**config.mk**
```make
export PLATFORM = sky130hd
export DESIGN_NAME = fifo_uart_tx
export DESIGN_NICKNAME = d
export VERILOG_FILES = /design/src/rtl/fifo_uart_tx.sv
export SDC_FILE = /design/constraint.sdc
export NUM_CORES = 1
export LEC_CHECK = 0
export ABC_AREA = 0
export ABC_CLOCK_PERIOD_IN_PS = 1700
export BUFFER_PORTS_ARGS = -buffer_cell sky130_fd_sc_hd__buf_2
export CAP_MARGIN = 20
export CORE_ASPECT_RATIO = 0.8
export CORE_MARGIN = 2
export CORE_UTILIZATION = 35
export CTS_BUF_LIST = sky130_fd_sc_hd__clkbuf_4 sky130_fd_sc_hd__clkbuf_8 sky130_fd_sc_hd__clkbuf_16
export DETAILED_ROUTE_END_ITERATION = 12
export PLACE_DENSITY_LB_ADDON = 0.2
export SETUP_SLACK_MARGIN = 0.3
export SLEW_MARGIN = 0
export SYNTH_ARGS = -nofsm -noshare
export SYNTH_HDL_FRONTEND = slang
export SYNTH_SLANG_ARGS = --single-unit
```
**constraint.sdc**
```tcl
create_clock -name clk -period 1.7 [get_ports clk]
set_input_delay 0.425 -clock clk [delete_from_list [all_inputs] [get_ports clk]]
set_output_delay 0.425 -clock clk [all_outputs]
set_load 0.03 [all_outputs]
```
**src/rtl/fifo_uart_tx.sv**
```systemverilog
// Drains the 8-bit fifo_mem buffer onto an asynchronous serial line.
// Frame format: start bit, 8 data bits LSB first, optional even parity, one stop bit.
module fifo_uart_tx #(
    parameter int CLKS_PER_BIT = 16,
    parameter int PARITY_EN    = 0
) (
    input  logic       clk,
    input  logic       rst_n,
    input  logic       enable,
    input  logic       fifo_empty,
    input  logic [7:0] fifo_data,
    output logic       fifo_rd,
    output logic       tx,
    output logic       busy,
    output logic       tx_done
);

    generate
        if (CLKS_PER_BIT < 2) begin : g_bad_clks_per_bit
            $error("fifo_uart_tx: CLKS_PER_BIT must be >= 2");
        end
        if (PARITY_EN != 0 && PARITY_EN != 1) begin : g_bad_parity_en
            $error("fifo_uart_tx: PARITY_EN must be 0 or 1");
        end
    endgenerate

    localparam int CNT_W = $clog2(CLKS_PER_BIT);

    typedef enum logic [2:0] {
        IDLE,
        FETCH,
        LOAD,
        START,
        DATA,
        PARITY,
        STOP
    } state_t;

    state_t           state;
    logic [CNT_W-1:0] baud_cnt;
    logic [2:0]       bit_idx;
    logic [7:0]       shift;
    logic             parity_bit;
    logic             bit_end;
    logic             in_bit;

    function automatic logic even_parity(input logic [7:0] b);
        return ^b;
    endfunction

    assign bit_end = (baud_cnt == CNT_W'(CLKS_PER_BIT - 1));
    assign in_bit  = (state == START) || (state == DATA) ||
                     (state == PARITY) || (state == STOP);

    // Byte datapath: loaded once per frame, parity taken from the whole captured byte.
    always_ff @(posedge clk) begin
        if (state == LOAD) begin
            shift      <= fifo_data;
            parity_bit <= even_parity(fifo_data);
        end else if (state == DATA && bit_end) begin
            shift <= shift >> 1;
        end
    end

    always_ff @(posedge clk) begin
        tx_done <= 1'b0;
        if (!rst_n) begin
            state    <= IDLE;
            tx       <= 1'b1;
            fifo_rd  <= 1'b0;
            busy     <= 1'b0;
            baud_cnt <= '0;
            bit_idx  <= '0;
        end else begin
            if (in_bit) begin
                baud_cnt <= bit_end ? '0 : baud_cnt + 1'b1;
            end

            case (state)
                IDLE: begin
                    tx <= 1'b1;
                    if (enable && !fifo_empty) begin
                        fifo_rd <= 1'b1;
                        busy    <= 1'b1;
                        state   <= FETCH;
                    end
                end

                // The pop is already committed; enable or empty changes here are ignored.
                FETCH: begin
                    fifo_rd <= 1'b0;
                    state   <= LOAD;
                end

                LOAD: begin
                    tx       <= 1'b0;
                    baud_cnt <= '0;
                    bit_idx  <= '0;
                    state    <= START;
                end

                START: begin
                    if (bit_end) begin
                        tx    <= shift[0];
                        state <= DATA;
                    end
                end

                // shift[1] is the next bit because shift moves right on this same edge.
                DATA: begin
                    if (bit_end) begin
                        bit_idx <= bit_idx + 3'd1;
                        if (bit_idx == 3'd7) begin
                            if (PARITY_EN != 0) begin
                                tx    <= parity_bit;
                                state <= PARITY;
                            end else begin
                                tx    <= 1'b1;
                                state <= STOP;
                            end
                        end else begin
                            tx <= shift[1];
                        end
                    end
                end

                PARITY: begin
                    if (bit_end) begin
                        tx    <= 1'b1;
                        state <= STOP;
                    end
                end

                STOP: begin
                    if (bit_end) begin
                        tx_done <= 1'b1;
                        busy    <= 1'b0;
                        state   <= IDLE;
                    end
                end

                default: begin
                    tx      <= 1'b1;
                    fifo_rd <= 1'b0;
                    busy    <= 1'b0;
                    state   <= IDLE;
                end
            endcase
        end
    end

endmodule

```
* Word level (Yosys, flattened, before mapping) *
Index checks and enable logic that the tools add are counted.
W data, S select, Z words.

operators by class
  add/subtract/negate cells = 2
  multiply operators = 0
  div/mod/pow operators = 0
  magnitude comparators = 0
  eq/ne operators = 14
  shift operators = 0
  muxes and demuxes = 22
  bitwise operators = 4
  reductions and logical operators = 19

operators by type and width
  operator               number
  $mux W3                7
  $pmux W3 S7            1
  $mux W8                2
  $eq A3 B3 Y1 const B   4
  $ne A2 B2 Y1 const B   5
  $reduce_or A5 Y1       2
  $mux W1                7
  $eq A3 B2 Y1 const B   2
  $pmux W3 S2            1
  $reduce_and A2 Y1      3
  $reduce_and A6 Y1      1
  $pmux W1 S5            1
  $add A4 B1 Y4 const B  1
  $eq A4 B4 Y1 const B   1
  $mux W4                1
  $not A1 Y1             4
  $reduce_and A4 Y1      1
  $reduce_bool A2 Y1     2
  $reduce_or A2 Y1       2
  $add A3 B1 Y3 const B  1
  $eq A3 B1 Y1 const B   1
  $logic_not A3 Y1       1
  $logic_or A1 B1 Y1     3
  $pmux W1 S3            1
  5 further kinds        6

storage, ports and cells
  bits in registers = 22
  latch bits = 0
  bits in writable memories = 0
  memory bits (read-only) = 0
  input bits = 12
  output and inout port bits = 4
  word-level logic and storage cells = 69
  memories kept = 0

* Longest topological paths before layout *
  depth after elaboration = 4
  depth in mapped cells = 6
  mapped depth without buffers = 6

* Least setup slack after synthesis *
OpenSTA, ideal clock, no wires.

  path type = register to register
  start = register state[1]
  end = register shift[0], enable pin
  library setup time = 0.329 ns
  data arrival time = 1.285 ns
  path slack = 0.087 ns
  cell stages (with the launch flop) = 5
  path buffers = 1
  period minus slack after synthesis = 1.613 ns
  cell sequence = dfxtp_1 -> inv_1 -> or3_1 -> buf_2 -> nand2_1

between the ends
  longest elaborated chain between the ends = 3
  elaborated cells on any way between the ends = 4
  those cells by class = eq/ne (2); reduce/logical (2)

RTL lines
  item                            RTL line  RTL
  start: declaration              39        state_t state;
  start signal: assignment        68        state <= IDLE;
  start signal: assignment        85        state <= FETCH;
  start signal: assignment        92        state <= LOAD;
  $eq A3 B3 Y1                    60        end else if (state == DATA && bit_end) begin
  $logic_and A1 B1 Y1             60
  $reduce_bool A2 Y1 (no line) *  n/a
  end signal: assignment          58        shift <= fifo_data;
  end signal: assignment          61        shift <= shift >> 1;
  end: declaration                42        logic [7:0] shift;

Every way passes the cells marked *; elsewhere a longest branch is shown, timed or not.
A chain may end at the register's enable or synchronous reset.

* Worst setup path after layout *
  start = register baud_cnt[0]
  end = register tx

between the ends
  longest elaborated chain between the ends = 3
  elaborated cells on any way between the ends = 5
  those cells by class = eq/ne (4); reduce/logical (1)

RTL lines
  item                           RTL line  RTL
  start: declaration             40        logic [CNT_W-1:0] baud_cnt;
  start signal: assignment       76        baud_cnt <= bit_end ? '0 : baud_cnt + 1'b1;
  $eq A4 B4 Y1 *                 51        assign bit_end = (baud_cnt == CNT_W'(CLKS_PER_BIT - 1));
  $ne A2 B2 Y1 (no line)         n/a
  $reduce_and A4 Y1 (no line) *  n/a
  end signal: assignment         104       tx <= shift[0];
  end signal: assignment         115       tx <= parity_bit;
  end signal: assignment         122       tx <= shift[1];
  end: declaration               13        output logic tx,

Marked as above.

==> summary.txt <==
CTS
  – Num Clock Sinks: 22
  – Clock Tree Buf Depth: 2
  – H-tree Lvls: 1
  – Clock-pin slew on the worst setup and hold paths: around 80 ps
  – Root Driver: clkbuf_8
  – Clk_lat worst skew: 260 ps
  – TritonCTS Buffers: 3
  – Hold-fix buffers at CTS: 0
  – TritonCTS clock tree: done

Die
  – Die footprint: 3919 um2
  – Core ar.: 3176 um2
  – I/O pins: 16
  – DIE HEIGHT: about 56 um
  – Rows: 18
  – Chip Width: just under 70 um
  – Initial core utilization: 37.83%

STA
  – Setup TNS: 0 ps
  – Clk_skew: 1.873 ps
  – Final Cycle Share: 81.63%
  – Hold Fails Final Rpt: 0
  – Worst hold slack: 419.7 ps
  – Worst slew pin tran: about 360 ps
  – Max frequency: 720.6 MHz
  – Final Max Tran Viols: 0
  – Relative slew slack: 75.84%
  – Tmin final: 1388 ps
  – Setup violations, final: 0
  – RSZ-0062 raised after global routing: yes

Cells and area
  – Area grow syn2layout: 27.50%
  – Layout cells sized above 1: a little under a third
  – Filler cells: 309
  – Nets: 179
  – Core Util, Final: between 40 and 50%
  – Diode count: 0
  – Fin area: roughly 1500 um2

GRT
  – Vias in the first global route: slightly below 1000
  – First-pass GRT wire length: 4457 um
  – Global-route congestion overflow total: 0
  – Largest net degree at the start of global routing: 15
  – Initial antenna violation count: 0
  – Total GRT Usage: 14.22%

Yosys
  – Async SR Flop Fraction: 0%
  – Synthesized net count: 160
  – Synth cell count leaders: 32 x nand2_1, 14 x dfxtp_1, 9 x nor2_1
  – Cell count after synthesis: 143
  – Leading area contributor after synthesis: dfxtp_1
  – Most frequent cell after synthesis: nand2_1
  – Top cell type's share of synthesized area: 23.33%
  – Primary FF master, synth: dfxtp_1
  – Sequential fraction of the synthesis area: 43.33%
  – Number of synthesized flops with an enable pin: 8
  – Count of different cell masters after synthesis: 37
  – #FFs+latches synth: 22
  – Synth area leaders: dfxtp_1 23%, edfxtp_1 20%, nand2_1 10%
  – Mapped Area: 1201 um2
  – Yosys Warn Count: 0
  – Avg Inst Size Synth: 8.400 um2

Setup path
  – Worst endpoint required time: 1860 ps
  – WP buf/inv: 0
  – Worst Setup Path Type: reg -> reg
  – CP Launch Type: flop
  – Kind of cell adding the most delay to the critical path: compound AO/OA/AOI/OAI gates
  – Type of destination of the critical path: flop
  – Slowest CP cell: dfxtp_4
  – Worst setup path start: baud_cnt[0]
  – FF-to-FF Start: baud_cnt[0]
  – Critical Path Max Stage Delay: 380 ps
  – CP max FO: 7
  – CP arrival: 1550 ps
  – Crit path cell chain: ha_4, and3_4, o21a_1, o22ai_1, a211o_1

Power and ir drop
  – Pleak: 0.5880 nW
  – Worst IR drop on VDD: 517.4 uV
  – Comb power frac: a little over a third
  – Pwr per Cell Area: roughly 1100 nW/um2
  – Clock group share of total power: 19.9%
  – Power share of the sequential group: 44.2%
  – Pint: 1.077 mW
  – Psw: 0.6160 mW
  – Sw frac: ~36%

Place
  – Final GP Congestion: 0.7688
  – DP HPWL: 1931 um
  – Placed cell area: 1353 um2
  – Buffers on Ports: 15

Routing
  – Drt total wl: approximately 2800 um
  – Wire per inst: 13.98 um
  – Routed vias/inst: between 5 and 6
  – ANT nets after route: 0
  – Initial drt markers: between 50 and 60
  – DR DRC count: 0
  – First-pass DRT Iterations: 4
  – Total number of vias: 1076

Flow run
  – Max_cap viols: 0

Hold path
  – Worst min path class: in -> reg
  – Hold Startpoint: fifo_data[5]

Run status
  – Outcome: finished, final reports clean
cells in the final DEF, fill, tap and decap left out, drive strengths merged:
cell type and count:
nand2 32, buf 23, dfxtp 14, nor2 9, edfxtp 8, a21oi 8
o21ai 8, nand3 6, ha 5, inv 4, nand2b 3, mux2i 3
clkbuf 3, and2 3, or3 3, a31oi 3, nand4 2, o211ai 2
a22oi 2, nor3 2, and3 2, xnor2 2, nor4 1, o21bai 1
a21boi 1, a221oi 1, xor2 1, a2bb2oi 1, o21a 1, o22ai 1
a211oi 1, a211o 1, nand3b 1, nor2b 1, o2111a 1, clkinv 1
cell type report:
type                            count  area, um2  area share (%)
Clock inverter                      1      3.754          0.2451
Tap cell                           40      50.05           3.268
Clock buffer                        3      41.29           2.696
Sequential cell                    22      536.8           35.05
Inverter                            4      15.01          0.9804
Timing Repair Buffer               23      138.9           9.069
Multi-Input combinational cell    108      745.7           48.69
path summary, 6_finish.rpt:
path	depth (start not counted)	end	slack, ps
worst max register to register	5	tx	310
worst min-delay path	3	shift[5]	420
worst max-delay path	5	tx	310
worst min register to register	1	tx	490
state kept, by name (all words and copies together), names as in the netlist:
signal	flops
tx	1
tx_done	1
bit_idx	3
baud_cnt	4
shift	8
busy	1
fifo_rd	1
state	3
power by group through the flow:
stage          Combinational [mW]  Sequential [mW]  Clock, mW
6_report                    0.608            0.748      0.337
2_1_floorplan               0.367            0.775          0
4_1_cts                     0.585            0.743      0.348
3_3_place_gp                0.523            0.750          0
5_1_grt                     0.673            0.763      0.367
3_5_place_dp                0.534            0.754          0
repair_timing:
action	4_1_cts	5_1_grt
setup endpoints to repair	24	17
gates resized for setup	17	13
pin swaps	1	6
setup buffers	1	0
routing by layer:
metal	part of all wire, %	up-vias	GRT usage, %	wire [um]
met2	48	16	23.21	1338
met5	0	-	0	0
li1	-	545	-	-
met4	0.46	0	2.521	13
met1	49	513	19.51	1379
met3	2.8	2	3.232	78
worst min-delay path: cells and delay by family:
family / cells / cell delay (ps)
AND/OR/NAND/NOR: 2 / 90
buffers and inverters: 1 / 70
logic make-up after synthesis:
| family | synth area share, % |
|---|---|
| AND/OR/NAND/NOR | 25.00 |
| AO/OA/AOI/OAI | 16.88 |
| flip-flops | 43.33 |
| buffers and inverters | 4.895 |
| adder cells (fa/ha/maj) | 5.208 |
| XOR/XNOR | 2.188 |
| multiplexers | 2.500 |
through the flow:
| step | power, mW | worst slack, ps | instances |
|---|---|---|---|
| after floorplan | 1.142 | 303.8 | 143 |
| after global placement | 1.274 | 183.7 | 196 |
| after CTS | 1.675 | 309.9 | 201 |
| after global routing | 1.803 | 256.2 | 201 |
| final | 1.693 | 312.2 | 201 |
| after detailed placement | 1.288 | 138.6 | 196 |
(Power assumes the default switching activity.)
